<file path="src/rtl/booth_mul_arbiter_if.sv">
// Bundle of request, response and multiplier-side signals for booth_mul_arbiter.
// The slave view belongs to the arbiter. The master view belongs to the environment,
// which means the requesters, the result consumer and the multiplier.
interface booth_mul_arbiter_if #(
    parameter int WIDTH = 8
);
    logic                 req0;
    logic                 req1;
    logic [WIDTH-1:0]     a0;
    logic [WIDTH-1:0]     b0;
    logic [WIDTH-1:0]     a1;
    logic [WIDTH-1:0]     b1;
    logic                 gnt0;
    logic                 gnt1;
    logic                 rsp_valid;
    logic                 rsp_ready;
    logic                 rsp_id;
    logic [2*WIDTH-1:0]   rsp_data;
    logic                 rsp_err;
    logic                 busy;
    logic                 mul_go;
    logic [WIDTH-1:0]     mul_a;
    logic [WIDTH-1:0]     mul_b;
    logic                 mul_rst;
    logic                 mul_done;
    logic [2*WIDTH-1:0]   mul_p;

    modport slave (
        input  req0, req1, a0, b0, a1, b1, rsp_ready, mul_done, mul_p,
        output gnt0, gnt1, rsp_valid, rsp_id, rsp_data, rsp_err, busy,
               mul_go, mul_a, mul_b, mul_rst
    );

    modport master (
        output req0, req1, a0, b0, a1, b1, rsp_ready, mul_done, mul_p,
        input  gnt0, gnt1, rsp_valid, rsp_id, rsp_data, rsp_err, busy,
               mul_go, mul_a, mul_b, mul_rst
    );
endinterface

</file>
<file path="src/rtl/booth_mul_arbiter.sv">
// This module is a round-robin arbiter that lets two requesters share one external Booth multiplier.
// A watchdog aborts a multiply that never completes and pulses the multiplier's recovery reset.
//
// state | meaning
// IDLE  | no transaction; pick a winner and latch its operands when any req is high
// START | one cycle: mul_go and the winner's gnt asserted together
// WAIT  | waiting on mul_done; the watchdog counts cycles spent here
// RESP  | result presented on rsp_*; held until rsp_ready
module booth_mul_arbiter #(
    parameter int WIDTH   = 8,
    parameter int TIMEOUT = 64
) (
    input  logic               clk,
    input  logic               RST,
    booth_mul_arbiter_if.slave bus
);
    localparam int CW = $clog2(TIMEOUT) + 1;
    localparam logic [CW-1:0] CNT_LAST = CW'(TIMEOUT - 1);

    typedef enum logic [1:0] {
        IDLE  = 2'd0,
        START = 2'd1,
        WAIT  = 2'd2,
        RESP  = 2'd3
    } state_t;

    state_t               state, state_nxt;
    logic                 winner, winner_nxt;
    logic                 last_grant, last_grant_nxt;
    logic [WIDTH-1:0]     a_q, a_nxt;
    logic [WIDTH-1:0]     b_q, b_nxt;
    logic [CW-1:0]        cnt, cnt_nxt;
    logic [2*WIDTH-1:0]   data_q, data_nxt;
    logic                 err_q, err_nxt;
    logic                 mrst_q, mrst_nxt;
    logic                 pick1;

    // Requester 1 wins when it is the only requester, or when there is a tie and requester 0 was granted last.
    assign pick1 = bus.req1 && (!bus.req0 || !last_grant);

    // State register and datapath registers; reset makes requester 0 win the first tie
    always_ff @(posedge clk or posedge RST) begin
        if (RST) begin
            state      <= IDLE;
            winner     <= 1'b0;
            last_grant <= 1'b1;
            a_q        <= '0;
            b_q        <= '0;
            cnt        <= '0;
            data_q     <= '0;
            err_q      <= 1'b0;
            mrst_q     <= 1'b0;
        end else begin
            state      <= state_nxt;
            winner     <= winner_nxt;
            last_grant <= last_grant_nxt;
            a_q        <= a_nxt;
            b_q        <= b_nxt;
            cnt        <= cnt_nxt;
            data_q     <= data_nxt;
            err_q      <= err_nxt;
            mrst_q     <= mrst_nxt;
        end
    end

    // Next-state logic; a completion that arrives in the last watchdog cycle still counts as a normal result
    always_comb begin
        state_nxt      = state;
        winner_nxt     = winner;
        last_grant_nxt = last_grant;
        a_nxt          = a_q;
        b_nxt          = b_q;
        cnt_nxt        = cnt;
        data_nxt       = data_q;
        err_nxt        = err_q;
        mrst_nxt       = 1'b0;
        case (state)
            IDLE: begin
                if (bus.req0 || bus.req1) begin
                    winner_nxt     = pick1;
                    last_grant_nxt = pick1;
                    a_nxt          = pick1 ? bus.a1 : bus.a0;
                    b_nxt          = pick1 ? bus.b1 : bus.b0;
                    state_nxt      = START;
                end
            end
            START: begin
                cnt_nxt   = '0;
                state_nxt = WAIT;
            end
            WAIT: begin
                if (bus.mul_done) begin
                    data_nxt  = bus.mul_p;
                    err_nxt   = 1'b0;
                    state_nxt = RESP;
                end else if (cnt == CNT_LAST) begin
                    data_nxt  = '0;
                    err_nxt   = 1'b1;
                    mrst_nxt  = 1'b1;
                    state_nxt = RESP;
                end else begin
                    cnt_nxt = cnt + 1'b1;
                end
            end
            RESP: begin
                if (bus.rsp_ready) begin
                    state_nxt = IDLE;
                end
            end
            default: state_nxt = IDLE;
        endcase
    end

    assign bus.busy      = (state != IDLE);
    assign bus.mul_go    = (state == START);
    assign bus.gnt0      = (state == START) && !winner;
    assign bus.gnt1      = (state == START) && winner;
    assign bus.rsp_valid = (state == RESP);
    assign bus.rsp_id    = winner;
    assign bus.rsp_data  = data_q;
    assign bus.rsp_err   = err_q;
    assign bus.mul_a     = a_q;
    assign bus.mul_b     = b_q;
    assign bus.mul_rst   = mrst_q;
endmodule

</file>
<file path="src/flat_wrapper.sv">
// flat-port wrapper written by rule: the top's interface ports become plain ports
module booth_mul_arbiter_flat 
#(
    parameter int WIDTH   = 8,
    parameter int TIMEOUT = 64
)
  (clk, RST, bus_req0, bus_req1, bus_a0, bus_b0, bus_a1, bus_b1, bus_rsp_ready, bus_mul_done, bus_mul_p, bus_gnt0, bus_gnt1, bus_rsp_valid, bus_rsp_id, bus_rsp_data, bus_rsp_err, bus_busy, bus_mul_go, bus_mul_a, bus_mul_b, bus_mul_rst);
  booth_mul_arbiter_if #(.WIDTH(WIDTH)) bus_i ();
  input  logic clk;
  input  logic RST;
  input wire logic [$bits(bus_i.req0)-1:0] bus_req0;
  input wire logic [$bits(bus_i.req1)-1:0] bus_req1;
  input wire logic [$bits(bus_i.a0)-1:0] bus_a0;
  input wire logic [$bits(bus_i.b0)-1:0] bus_b0;
  input wire logic [$bits(bus_i.a1)-1:0] bus_a1;
  input wire logic [$bits(bus_i.b1)-1:0] bus_b1;
  input wire logic [$bits(bus_i.rsp_ready)-1:0] bus_rsp_ready;
  input wire logic [$bits(bus_i.mul_done)-1:0] bus_mul_done;
  input wire logic [$bits(bus_i.mul_p)-1:0] bus_mul_p;
  output wire logic [$bits(bus_i.gnt0)-1:0] bus_gnt0;
  output wire logic [$bits(bus_i.gnt1)-1:0] bus_gnt1;
  output wire logic [$bits(bus_i.rsp_valid)-1:0] bus_rsp_valid;
  output wire logic [$bits(bus_i.rsp_id)-1:0] bus_rsp_id;
  output wire logic [$bits(bus_i.rsp_data)-1:0] bus_rsp_data;
  output wire logic [$bits(bus_i.rsp_err)-1:0] bus_rsp_err;
  output wire logic [$bits(bus_i.busy)-1:0] bus_busy;
  output wire logic [$bits(bus_i.mul_go)-1:0] bus_mul_go;
  output wire logic [$bits(bus_i.mul_a)-1:0] bus_mul_a;
  output wire logic [$bits(bus_i.mul_b)-1:0] bus_mul_b;
  output wire logic [$bits(bus_i.mul_rst)-1:0] bus_mul_rst;
  assign bus_i.req0 = bus_req0;
  assign bus_i.req1 = bus_req1;
  assign bus_i.a0 = bus_a0;
  assign bus_i.b0 = bus_b0;
  assign bus_i.a1 = bus_a1;
  assign bus_i.b1 = bus_b1;
  assign bus_i.rsp_ready = bus_rsp_ready;
  assign bus_i.mul_done = bus_mul_done;
  assign bus_i.mul_p = bus_mul_p;
  assign bus_gnt0 = bus_i.gnt0;
  assign bus_gnt1 = bus_i.gnt1;
  assign bus_rsp_valid = bus_i.rsp_valid;
  assign bus_rsp_id = bus_i.rsp_id;
  assign bus_rsp_data = bus_i.rsp_data;
  assign bus_rsp_err = bus_i.rsp_err;
  assign bus_busy = bus_i.busy;
  assign bus_mul_go = bus_i.mul_go;
  assign bus_mul_a = bus_i.mul_a;
  assign bus_mul_b = bus_i.mul_b;
  assign bus_mul_rst = bus_i.mul_rst;
  booth_mul_arbiter #(.WIDTH(WIDTH), .TIMEOUT(TIMEOUT)) u_core (.clk(clk), .RST(RST), .bus(bus_i));
endmodule
</file>
<file path="config.mk">
export PLATFORM = sky130hd
export DESIGN_NAME = booth_mul_arbiter_flat
export DESIGN_NICKNAME = d
export VERILOG_FILES = /design/src/rtl/booth_mul_arbiter_if.sv /design/src/rtl/booth_mul_arbiter.sv /design/src/flat_wrapper.sv
export SDC_FILE = /design/constraint.sdc
export NUM_CORES = 1
export LEC_CHECK = 0
export CAP_MARGIN = 15
export CORE_ASPECT_RATIO = 0.75
export CORE_MARGIN = 5
export CORE_UTILIZATION = 44
export DETAILED_ROUTE_END_ITERATION = 12
export PLACE_DENSITY_LB_ADDON = 0.15
export RECOVER_POWER = 50
export SYNTH_ARGS = -nofsm -noshare
export SYNTH_HDL_FRONTEND = slang
export SYNTH_SLANG_ARGS = --single-unit
</file>
<file path="constraint.sdc">
create_clock -name clk -period 4.1 [get_ports clk]
set_input_delay 1.23 -clock clk [delete_from_list [all_inputs] [get_ports clk]]
set_output_delay 1.23 -clock clk [all_outputs]
set_load 0.03 [all_outputs]
</file>
==> impl_results.md <==
* Final Non-Filler Cells at 327
* Number of synthesized register bits at 45
* Mapped Area at 2051 µm²
* WP data required at between 2000 and 3000 ps
* Core area at 4493 µm²
* Initial Util at 0.4564
* Wire per inst at between 10 and 15 µm
* CP max FO at 5
* Synth area leader: dfrtp_1
* Global Route Usage Sum at 0.1667
* Max VDD drop at about 0.45 mV
* Sum Neg Setup Slack at 0 ps
* H-tree Lvls at 2
* Initial DRT Pass Iterations at 4
* Initial DRC Count at 74
* Post-Route WL at about 4.9 mm
* DRC errors left at 0
* Avg Inst Size Synth at between 10 and 15 µm²
* Synth warn at 0
* CTS Buf Count at 5
* Clock skew at around 6.9 ps
* DR vias/cell at 5.040
* Period minus WS final at between 3000 and 4000 ps
* # IOs at 94
* Post-CTS setup buffers at 0
* Fraction of layout cells with a size suffix above 1 at 0.07407
* Synth unique cells at 32
* Horiz. Die Dim at 88.83 µm
* Chip height at around 69 µm
* Synth Flop Type: dfrtp_1
* Max Root-Sink Buffers at 2
* Hold Buf Count CTS at 0
* Violations in the final reports: max-capacitance violations, max-slew violations
* Final hold vios at 0
* Sequential element share of the synthesized area at 0.5497
* Root buffer cell: clkbuf_8
* Worst-Margin Slew at roughly 1700 ps
* Final Cycle Share at 0.7550
* Worst Path Class, Setup: reg2out
* MaxCap Viol Count at 1
* Mapped Cells at 176
* Final setup viols at 0
* Clk slew on worst S/H paths at ~90 ps
* Top-area cell type share of the netlist area at 0.5369
* Overflow after GRT at 0
* Std cell rows at 21
* First-pass GRT wire length at 7.969 mm
* Initial antenna violation count at 0
* RSZ-0062 raised after global routing: no
* Final Util at 0.6839
* Placed insts at ~320
* CTS resizes at 0
* CTS tree: done
* Final Wtd Congestion at about 0.76
* Status: complete, but fails checks
* Crit. End Element: primary output
* Number of global-route vias before repair at around 1600
* Detailed Place HPWL at around 3.7 mm
* Diodes inserted at 0
* Clk Latency, worst-skew pair at approximately 300 ps
* Synth area leaders: dfrtp_1 (54%), mux2i_1 (8.8%), a22o_1 (7.3%)
* Post-synth net total at 235
* Post-synth EDFFs at 0
* Pwr/cell area at around 740 nW/µm²
* Largest net degree at the start of global routing at 46
* Critical path data arrival time at about 1900 ps
* Async set or reset register ratio after synthesis at 1.000
* Fin. max-slew vios at 46
* Fmax at approximately 320 MHz
* # port buffers at just over 90
* Pleak at between 1 and 1.5 nW
* Detail Route Antenna Nets at 0
* Type of the worst min-delay path: reg2reg
* Count of clock tree sinks at 45
* Nets at between 300 and 400
* Area Overhead vs Synth at 49.85%
* Nature of the critical path startpoint: flop
* Die area at around 6100 µm²
* # fillers at 355
* DR vias at around 1600
* Max_slew headroom at -0.1248
[per-layer routing]
layer | vias up | part of all wire | wire, µm | global-route usage
li1 | 820 | - | - | -
met1 | 771 | 0.46 | 2223 | 0.2302
met2 | 52 | 0.44 | 2150 | 0.2430
met3 | 5 | 0.092 | 451 | 0.05476
met4 | 0 | 0.012 | 60 | 0.06040
met5 | - | 0 | 0 | 0
[worst paths after layout]
check	depth (start not counted)	end	start	slack, ps
hold / removal	2	u_core.bus.mul_b[5]$_DFFE_PP0P_	u_core.bus.mul_b[5]$_DFFE_PP0P_	480
hold reg to reg	2	u_core.bus.mul_b[5]$_DFFE_PP0P_	u_core.bus.mul_b[5]$_DFFE_PP0P_	480
setup reg to reg	5	u_core.bus.mul_a[2]$_DFFE_PP0P_	u_core.state[0]$_DFFE_PP0P_	1950
min in group asynchronous	2	u_core.bus.rsp_data[7]$_DFFE_PP0P_	RST	1880
setup / recovery	4	bus_gnt0	u_core.state[1]$_DFFE_PP0P_	1000
max in group asynchronous	2	u_core.cnt[6]$_DFFE_PP0P_	RST	1230
[cells in the mapped netlist, drive strengths merged, types with 3 or more instances]
library cell  instances
o21ai                20
dfrtp                44
and3                  3
buf                   6
nor2                  4
mux2i                18
ha                    5
inv                   7
clkbuf                3
a22o                 17
nand2                22
a21oi                 4
nand3                 3
a31oi                 6
[final cells by class]
cell class	instances	area, µm²	area share
Sequential cell	45	1127	0.3669
Timing Repair Buffer	95	942.2	0.3066
Multi-Input combinational cell	115	812.0	0.2643
Tap cell	57	71.32	0.02321
Clock buffer	5	68.82	0.02239
Inverter	7	26.28	0.008550
Clock inverter	3	25.02	0.008143
[logic make-up (layout without fill, tap and decap cells)]
family,Yosys count,count (layout),share of synthesized area
muxes,19,19,0.09518
adders and majority gates,5,5,0.03051
AOI/OAI and AO/OA,52,52,0.1934
and+or+nand+nor,39,39,0.09090
DFF,45,45,0.5497
buffers and inverters,16,110,0.04027
[through the flow]
stage / hold slack (ps) / area (µm²) / worst slack (ps) / total power, mW
floorplan: 451.0 / 2051 / 1521 / 1.519
global placement: 462.2 / 3019 / 1344 / 1.998
finish: 482.7 / 3073 / 1005 / 2.262
detailed placement: 470.2 / 3019 / 1316 / 2.020
global route: 515.8 / 3073 / 784.4 / 2.413
CTS: 491.0 / 3113 / 959.9 / 2.317
[power by group]
part	switching (mW)	internal [mW]	total [mW]
clock	0.164	0.124	0.289
sequential	0.114	0.633	0.747
combinational	0.685	0.541	1.23
total	0.963	1.30	2.26
[critical path, stage by stage, from the launching register on]
cell             delay (ps)
dfrtp_1                 420
inv_1                    90
ha_1                    230
nor2b_1                 150
clkdlybuf4s50_1         670
[flip-flops by register name, indices dropped and copies added (netlist names), 2 cells and up]
register and flops:
u_core.cnt 7, u_core.bus.mul_a 8, u_core.state 2, u_core.bus.mul_b 8
u_core.bus.rsp_data 16
[placed cells by master, fill, tap and decap left out, drive strengths merged, types with 2 or more instances in the layout]
| cell type | n |
|---|---|
| clkdlybuf4s50 | 90 |
| dfrtp | 44 |
| nand2 | 22 |
| o21ai | 20 |
| mux2i | 18 |
| a22o | 17 |
| inv | 9 |
| a31oi | 6 |
| clkbuf | 6 |
| ha | 5 |
| nor2 | 4 |
| a21oi | 4 |
| nand3 | 3 |
| dlygate4sd3 | 3 |
| and3 | 3 |
| nor2b | 2 |
| and2 | 2 |
(Power assumes the default switching activity.)
